[config.mk]
export PLATFORM = sky130hd
export DESIGN_NAME = cpu_sequencer
export DESIGN_NICKNAME = d
export VERILOG_FILES = /design/src/rtl/cpu_pkg.sv /design/src/rtl/branch_cond.sv /design/src/rtl/cpu_sequencer.sv
export SDC_FILE = /design/constraint.sdc
export NUM_CORES = 1
export LEC_CHECK = 0
export CORE_ASPECT_RATIO = 0.75
export CORE_MARGIN = 4
export CORE_UTILIZATION = 42
export CTS_BUF_LIST = sky130_fd_sc_hd__clkbuf_16
export CTS_CLUSTER_SIZE = 16
export DETAILED_ROUTE_END_ITERATION = 8
export GPL_ROUTABILITY_DRIVEN = 0
export GPL_TIMING_DRIVEN = 0
export PLACE_DENSITY = 0.9
export SLEW_MARGIN = 10
export SYNTH_ARGS = -nofsm -noshare
export SYNTH_HDL_FRONTEND = slang
export SYNTH_HIERARCHICAL = 1
export SYNTH_SLANG_ARGS = --single-unit
[constraint.sdc]
create_clock -name clk -period 3.25 [get_ports clk]
set_clock_uncertainty 0.1 [all_clocks]
set_input_delay 0.975 -clock clk [delete_from_list [all_inputs] [get_ports clk]]
set_output_delay 0.975 -clock clk [all_outputs]
set_load 0.05 [all_outputs]
[src/rtl/cpu_pkg.sv]
`default_nettype none
// ============================================================================
//  Module      : cpu_pkg
//  Description : Shared opcodes, ALU function codes, sequencer state encoding
//                and small decode helpers for the 18-bit processor.
//  Revision    : 1.0 - initial release
// ============================================================================
package cpu_pkg;

    // Instruction word width
    localparam int IW = 18;

    // Opcodes, IR[17:14]
    localparam logic [3:0] OP_ADD  = 4'h0;
    localparam logic [3:0] OP_ADDI = 4'h1;
    localparam logic [3:0] OP_AND  = 4'h2;
    localparam logic [3:0] OP_ANDI = 4'h3;
    localparam logic [3:0] OP_NAND = 4'h4;
    localparam logic [3:0] OP_NOR  = 4'h5;
    localparam logic [3:0] OP_LD   = 4'h6;
    localparam logic [3:0] OP_ST   = 4'h7;
    localparam logic [3:0] OP_JUMP = 4'h8;
    localparam logic [3:0] OP_BEQ  = 4'h9;
    localparam logic [3:0] OP_BNE  = 4'hA;
    localparam logic [3:0] OP_BLT  = 4'hB;
    localparam logic [3:0] OP_BGE  = 4'hC;
    localparam logic [3:0] OP_HALT = 4'hD;

    // ALU function codes
    localparam logic [2:0] ALU_ADD  = 3'b000;
    localparam logic [2:0] ALU_AND  = 3'b001;
    localparam logic [2:0] ALU_NAND = 3'b010;
    localparam logic [2:0] ALU_NOR  = 3'b011;

    // Sequencer states
    typedef enum logic [2:0] {
        S_IDLE   = 3'd0,
        S_FETCH  = 3'd1,
        S_DECODE = 3'd2,
        S_EXEC   = 3'd3,
        S_MEM    = 3'd4,
        S_HALT   = 3'd5
    } state_t;

    // ALU function for an opcode; loads/stores use ADD for address forming
    function automatic logic [2:0] alu_op_of(input logic [3:0] opcode);
        case (opcode)
            OP_AND, OP_ANDI: alu_op_of = ALU_AND;
            OP_NAND:         alu_op_of = ALU_NAND;
            OP_NOR:          alu_op_of = ALU_NOR;
            default:         alu_op_of = ALU_ADD;
        endcase
    endfunction

    // Immediate second operand for the I-form ALU instructions
    function automatic logic uses_imm(input logic [3:0] opcode);
        uses_imm = (opcode == OP_ADDI) || (opcode == OP_ANDI);
    endfunction

endpackage
`default_nettype wire

[src/rtl/branch_cond.sv]
`default_nettype none
// ============================================================================
//  Module      : branch_cond
//  Description : Combinational branch-taken evaluation from opcode and the
//                registered ALU zero/negative flags.
//  Revision    : 1.0 - initial release
// ============================================================================
module branch_cond
    import cpu_pkg::*;
#(
    parameter int OPW = 4
) (
    input  logic [OPW-1:0] i_opcode,
    input  logic           i_flag_z,
    input  logic           i_flag_n,
    output logic           o_taken
);

    // Non-branch opcodes report not-taken
    always_comb begin
        o_taken = 1'b0;
        case (i_opcode)
            OP_BEQ:  o_taken = i_flag_z;
            OP_BNE:  o_taken = !i_flag_z;
            OP_BLT:  o_taken = i_flag_n;
            OP_BGE:  o_taken = !i_flag_n;
            default: o_taken = 1'b0;
        endcase
    end

endmodule
`default_nettype wire

[src/rtl/cpu_sequencer.sv]
`default_nettype none
// ============================================================================
//  Module      : cpu_sequencer
//  Description : Multi-cycle FETCH/DECODE/EXEC/MEM control FSM. Owns the
//                instruction register and drives the program-counter controls.
//  Revision    : 1.0 - initial release
// ============================================================================
module cpu_sequencer
    import cpu_pkg::*;
#(
    parameter int OPW = 4,
    parameter int AW  = 10
) (
    input  logic          clk,
    input  logic          rst,
    input  logic          start,
    input  logic [IW-1:0] instr_in,
    output logic          imem_req,
    input  logic          imem_ack,
    output logic          dmem_req,
    output logic          dmem_we,
    input  logic          dmem_ack,
    input  logic          flag_z,
    input  logic          flag_n,
    output logic          pc_enable,
    output logic          pc_next,
    output logic          pc_is_jump,
    output logic [AW-1:0] pc_offset,
    output logic [IW-1:0] ir,
    output logic          reg_we,
    output logic          alu_src_imm,
    output logic          mem_to_reg,
    output logic [2:0]    alu_op,
    output logic          halted,
    output logic          illegal
);

    state_t          r_state;
    logic [IW-1:0]   r_ir;
    logic            r_imem_req;
    logic            r_dmem_req;
    logic            r_dmem_we;
    logic [2:0]      r_alu_op;
    logic            r_alu_src_imm;
    logic            r_mem_to_reg;
    logic            r_halted;

    logic [OPW-1:0]  w_opcode;
    logic            w_taken;
    logic            w_reg_we;
    logic            w_advance;
    logic            w_jump;
    logic            w_illegal;

    assign w_opcode = r_ir[IW-1 -: OPW];

    branch_cond #(
        .OPW      (OPW)
    ) u_branch_cond (
        .i_opcode (w_opcode),
        .i_flag_z (flag_z),
        .i_flag_n (flag_n),
        .o_taken  (w_taken)
    );

    // Main sequencer: state, IR, handshake requests and decoded datapath controls
    always_ff @(posedge clk or posedge rst) begin
        if (rst) begin
            r_state       <= S_IDLE;
            r_ir          <= '0;
            r_imem_req    <= 1'b0;
            r_dmem_req    <= 1'b0;
            r_dmem_we     <= 1'b0;
            r_alu_op      <= ALU_ADD;
            r_alu_src_imm <= 1'b0;
            r_mem_to_reg  <= 1'b0;
            r_halted      <= 1'b0;
        end else begin
            case (r_state)
                S_IDLE: begin
                    if (start) begin
                        r_state    <= S_FETCH;
                        r_imem_req <= 1'b1;
                    end
                end
                S_FETCH: begin
                    // Request is already high on entry; it stays put until ack
                    if (imem_ack) begin
                        r_ir       <= instr_in;
                        r_imem_req <= 1'b0;
                        r_state    <= S_DECODE;
                    end
                end
                S_DECODE: begin
                    r_alu_op      <= alu_op_of(w_opcode);
                    r_alu_src_imm <= uses_imm(w_opcode);
                    r_mem_to_reg  <= (w_opcode == OP_LD);
                    r_state       <= S_EXEC;
                end
                S_EXEC: begin
                    if (w_opcode == OP_LD || w_opcode == OP_ST) begin
                        r_state    <= S_MEM;
                        r_dmem_req <= 1'b1;
                        r_dmem_we  <= (w_opcode == OP_ST);
                    end else if (w_opcode == OP_HALT) begin
                        r_state  <= S_HALT;
                        r_halted <= 1'b1;
                    end else begin
                        r_state    <= S_FETCH;
                        r_imem_req <= 1'b1;
                    end
                end
                S_MEM: begin
                    if (dmem_ack) begin
                        r_dmem_req <= 1'b0;
                        r_dmem_we  <= 1'b0;
                        r_imem_req <= 1'b1;
                        r_state    <= S_FETCH;
                    end
                end
                S_HALT: begin
                    r_state <= S_HALT;
                end
                default: begin
                    r_state <= S_IDLE;
                end
            endcase
        end
    end

    // Single-cycle EXEC / MEM-ack strobes, decoded from the registered state and
    // IR so that flags are sampled in EXEC and the load write-back lines up
    // with dmem_ack in the same cycle
    always_comb begin
        w_reg_we  = 1'b0;
        w_advance = 1'b0;
        w_jump    = 1'b0;
        w_illegal = 1'b0;
        if (r_state == S_EXEC) begin
            case (w_opcode)
                OP_ADD, OP_ADDI, OP_AND, OP_ANDI, OP_NAND, OP_NOR: begin
                    w_reg_we  = 1'b1;
                    w_advance = 1'b1;
                end
                OP_LD, OP_ST, OP_HALT: begin
                    w_advance = 1'b0;
                end
                OP_JUMP: begin
                    w_jump = 1'b1;
                end
                OP_BEQ, OP_BNE, OP_BLT, OP_BGE: begin
                    w_jump    = w_taken;
                    w_advance = !w_taken;
                end
                default: begin
                    w_illegal = 1'b1;
                    w_advance = 1'b1;
                end
            endcase
        end else if (r_state == S_MEM && dmem_ack) begin
            w_advance = 1'b1;
            w_reg_we  = (w_opcode == OP_LD);
        end
    end

    assign imem_req    = r_imem_req;
    assign dmem_req    = r_dmem_req;
    assign dmem_we     = r_dmem_we;
    assign pc_enable   = w_advance;
    assign pc_next     = w_advance;
    assign pc_is_jump  = w_jump;
    assign pc_offset   = r_ir[AW-1:0];
    assign ir          = r_ir;
    assign reg_we      = w_reg_we;
    assign alu_src_imm = r_alu_src_imm;
    assign mem_to_reg  = r_mem_to_reg;
    assign alu_op      = r_alu_op;
    assign halted      = r_halted;
    assign illegal     = w_illegal;

endmodule
`default_nettype wire
* Word level (Yosys, flattened, before mapping)
Index checks and enable logic that the tools add are counted. Widths: inputs -> output; s select.
Storage, ports and cells: register bits after elaboration 30, output and inout port bits 42, word-level logic and storage cells 83
Cells by class: eq/ne operators 24, mux-type cells 29, bitwise logic cells 1, reduce and logical (&&, ||, !) cells 20
Operator list (count):
- $eq 4x4->1 const B | 6
- $pmux 3 s6 | 1
- $eq 4x3->1 const B | 4
- $mux 1 | 16
- $mux 3 | 5
- $reduce_or 14->1 | 1
- $ne 2x2->1 const B | 6
- $reduce_and 3->1 | 3
- $eq 4x2->1 const B | 2
- $pmux 1 s2 | 4
- $pmux 1 s4 | 2
- $reduce_or 4->1 | 2
- $eq 3x2->1 const B | 2
- $eq 3x3->1 const B | 2
- $pmux 2 s3 | 1
- $reduce_and 6->1 | 1
- $reduce_or 6->1 | 1
- $eq 4x1->1 const B | 1
- $logic_not 4->1 | 1
- $reduce_bool 4->1 | 1
- $eq 3x1->1 const B | 1
- $logic_not 1->1 | 3
- $logic_not 3->1 | 1
- $logic_or 1x1->1 | 2
- other kinds (5) | 5

* Longest topological paths before layout
depth after elaboration 5, mapped depth 7, gate-level depth less buffers 6

* By module
The synthesis kept the hierarchy.
Modules (own cells, without submodules):
- cpu_sequencer | instances 1, cells an instance 132, area each 1561.5 µm², seq. area each 725.7 µm²
- branch_cond | instances 1, cells an instance 5, area each 43.8 µm², seq. area each 0.0 µm²

* Worst setup path after synthesis
No wires, ideal clock.
kind input to output, from input port flag_n, to output port pc_next, arrival 3.485 ns, required time 2.175 ns, slack -1.310 ns, stages 7, path through mux2i_1 nor3b_1 o31a_1 o21bai_1 a32o_1 o31ai_1 buf_4
On the way: cells in the longest elaborated chain, start to end 5
RTL lines:
- start: declaration | RTL line cpu_sequencer.sv:24 | input logic flag_n,
- $logic_not 1->1 | RTL line branch_cond.sv:26 | OP_BGE: o_taken = !i_flag_n;
- $pmux 1 s4 (*) | RTL line branch_cond.sv:22 | case (i_opcode)
- net w_taken | RTL line cpu_sequencer.sv:49 | logic w_taken;
- $logic_not 1->1 (*) | RTL line cpu_sequencer.sv:153 | w_advance = !w_taken;
- $pmux 1 s2 (*) | RTL line cpu_sequencer.sv:140 | case (w_opcode)
- $mux 1 (*) | RTL line cpu_sequencer.sv:139 | if (r_state == S_EXEC) begin
- end: declaration | RTL line cpu_sequencer.sv:26 | output logic pc_next,
The timed path passes the listed nets; every way through them passes the cells marked *.

* Worst setup path after layout
Same ends and word-level chain as after synthesis.

==> impl_metrics.yaml <==
worst_hold_path:
  holdPathStages: 1
  holdPathEnd: "halted"
  min-delay-path-class: "reg2reg"
  holdCritStartpoint: "halted"
place:
  place_hpwl_mm: 2.82
  io_buffer_count: 65
  post-place-cells: 254
sta:
  slew_viol_final: 0
  fin_crit_sh_pct: 107
  worstMarginPinSlew_ns: 1.02
  maxSlewHeadroom_pct: 31.8
  max_clock_freq_mhz: 287
  setup_viol_count_final: 2
  grt_setup_unrepaired: "yes"
  setup_slack_ns: -0.239
  min_period_ns: 3.49
  finalHoldViolations: 0
yosys:
  syn_avg_cell_area_sq_um: 11.7
  synth_seq_cells: 29
  netlist_area_sq_um: 1610
  synth_warnings: 6
  ys.flop_type: "dfrtp_1"
  synthesis.nets: 162
  seq_area_frac_synth_pct: 45.2
  synth_edf_count: 0
  syn_inst: 137
  async_reset_ff_share_pct: 100
  synthDistinctLibCells: 39
cts:
  cts_sinks: 29
  holdBufCountCts: 0
  root_buffer: "clkbuf_16"
  clk_path_buf_depth: 2
  numCtsBuffers: 5
  cts_tree: "done"
  htreeDepth: 2
  clk_pin_slew_ns: 0.05
  clk_latency_ns: 0.27
  post_cts_buffers: 0
drt:
  wire_per_inst_um: 14.2
  drtPass1Iterations: 4
  drc: 0
  drtAntennaViolNets: 0
  num_vias: 1259
  vias_per_cell: 4.81
  wl_mm: 3.73
  drtIter0Drc: 81
grt:
  grt_pass1_wl_mm: 6.04
  groute.usage.overall_pct: 16.6
  gr-total-overflow: 0
  gr-max-usage-layer: "met2"
  grt_pass1_vias: 1259
  use_met2_pct: 24.8
  groute.layer.met1.usage_pct: 21.2
  met3_usage_pct: 6.73
  antenna_found_initial: 0
  grt_max_degree: 30
setup_path:
  reg2reg_setup_slack_ns: 1.52
  critical_path_required_ns: 2.17
  cp-start-kind: "primary input"
  ff2ff_path_depth: 4
  worstSetupPathType: "in2out"
  r2r_start: "r_state[2]"
  worstPathArrival_ns: 2.41
  cp_max_fo: 4
  regToRegEndpoint: "ir[11]"
  end_kind: "primary output"
floorplan:
  core_area_sq_um: 3660
  initial_utilization_pct: 43.8
  die-area_sq_um: 4890
  ioPinCount: 67
  die_w_um: 79.4
  num_rows: 19
  dieHeight_um: 61.5
cells_and_area:
  antenna_cells: 0
  layout_commonest_cell: "clkdlybuf4s50_1"
  largest_register_ff_count: 18
  layout.nets: 234
  instances_no_fill: 262
  layout_common_cells: "clkdlybuf4s50_1, dfrtp_1, mux2_4"
  drive_above_1_share_pct: 30.0
  synthToLayoutAreaGrowth_pct: 55.4
run_status:
  violations: "setup timing"
  status: "complete, but fails checks"
run:
  max-cap-violations: 0
-- how the worst max path moves through the flow --
stage | start | endpoint
finish | flag_n | pc_next
global route | flag_n | pc_next
CTS | flag_n | pc_next
detailed placement | flag_n | pc_next
global placement | flag_n | pc_next
floorplan | flag_n | pc_next
-- synthesized netlist by cell type (all sizes together), types with 2 or more instances --
| master | n | area share [%] |
|---|---|---|
| o41ai | 2 | 2.0 |
| o21ai | 3 | 0.94 |
| mux2i | 3 | 1.9 |
| nand3b | 2 | 0.94 |
| nor2b | 2 | 0.78 |
| inv | 7 | 1.6 |
| buf | 20 | 9.9 |
| or3 | 2 | 0.78 |
| nor2 | 6 | 1.4 |
| mux2 | 17 | 15 |
| nand2b | 2 | 0.78 |
| o31ai | 4 | 2.2 |
| nand4b | 2 | 1.1 |
| nor4b | 2 | 1.1 |
| nand2 | 11 | 2.6 |
| dfrtp | 29 | 45 |
| a21oi | 6 | 1.9 |
-- routing by layer --
metal	part of all wire, %	up-vias
li1	-	611
met5	0	-
met4	1.4	0
met3	8.5	5
met1	45	590
met2	45	53
-- critical path, stage by stage --
cell	delay, ns
buf_6	0.09
mux2i_1	0.12
nor3b_1	0.06
o31a_1	0.28
o21bai_1	0.17
a32o_2	0.26
o31ai_4	0.20
buf_6	0.13
buf_8	0.13
-- area by class of cell --
class	instances	area, sq um
Fill cell	294	1170
Multi-Input combinational cell	80	728
Sequential cell	29	726
Timing Repair Buffer	65	644
Buffer	21	168
Clock buffer	5	125
Tap cell	52	65.1
Inverter	7	26.3
Clock inverter	3	12.5
-- cells by family after synthesis --
kind of cell           Yosys count  synth area share (%)
DFF                             29                  45.2
other                            1                 0.234
muxes                           20                  17.3
and+or+nand+nor                 36                  14.0
buffers and inverters           28                  11.8
AOI/OAI and AO/OA               23                  11.5
-- metrics by stage --
stage          hold slack (ns)  cell area [sq um]  worst slack, ns  TNS (ns)  util (%)
2_1_floorplan            0.454               1630           -0.463    -0.679         -
3_3_place_gp             0.350               2350            -1.25     -4.20      64.1
3_5_place_dp             0.358               2350            -1.27     -4.27      64.1
4_1_cts                  0.367               2500           -0.286    -0.551      68.2
5_1_grt                  0.379               2490           -0.316    -0.663      68.1
6_report                 0.364               2490           -0.239    -0.457      68.1
-- timing repair --
item	in CTS	in global routing
resized for setup	39	3
hold endpoints to repair	0	0
pin swaps	4	1
endpoints found under the setup margin	5	4
Power is not shown: default switching activity piles up to over one toggle a cycle in this logic, so the estimate is an artifact.
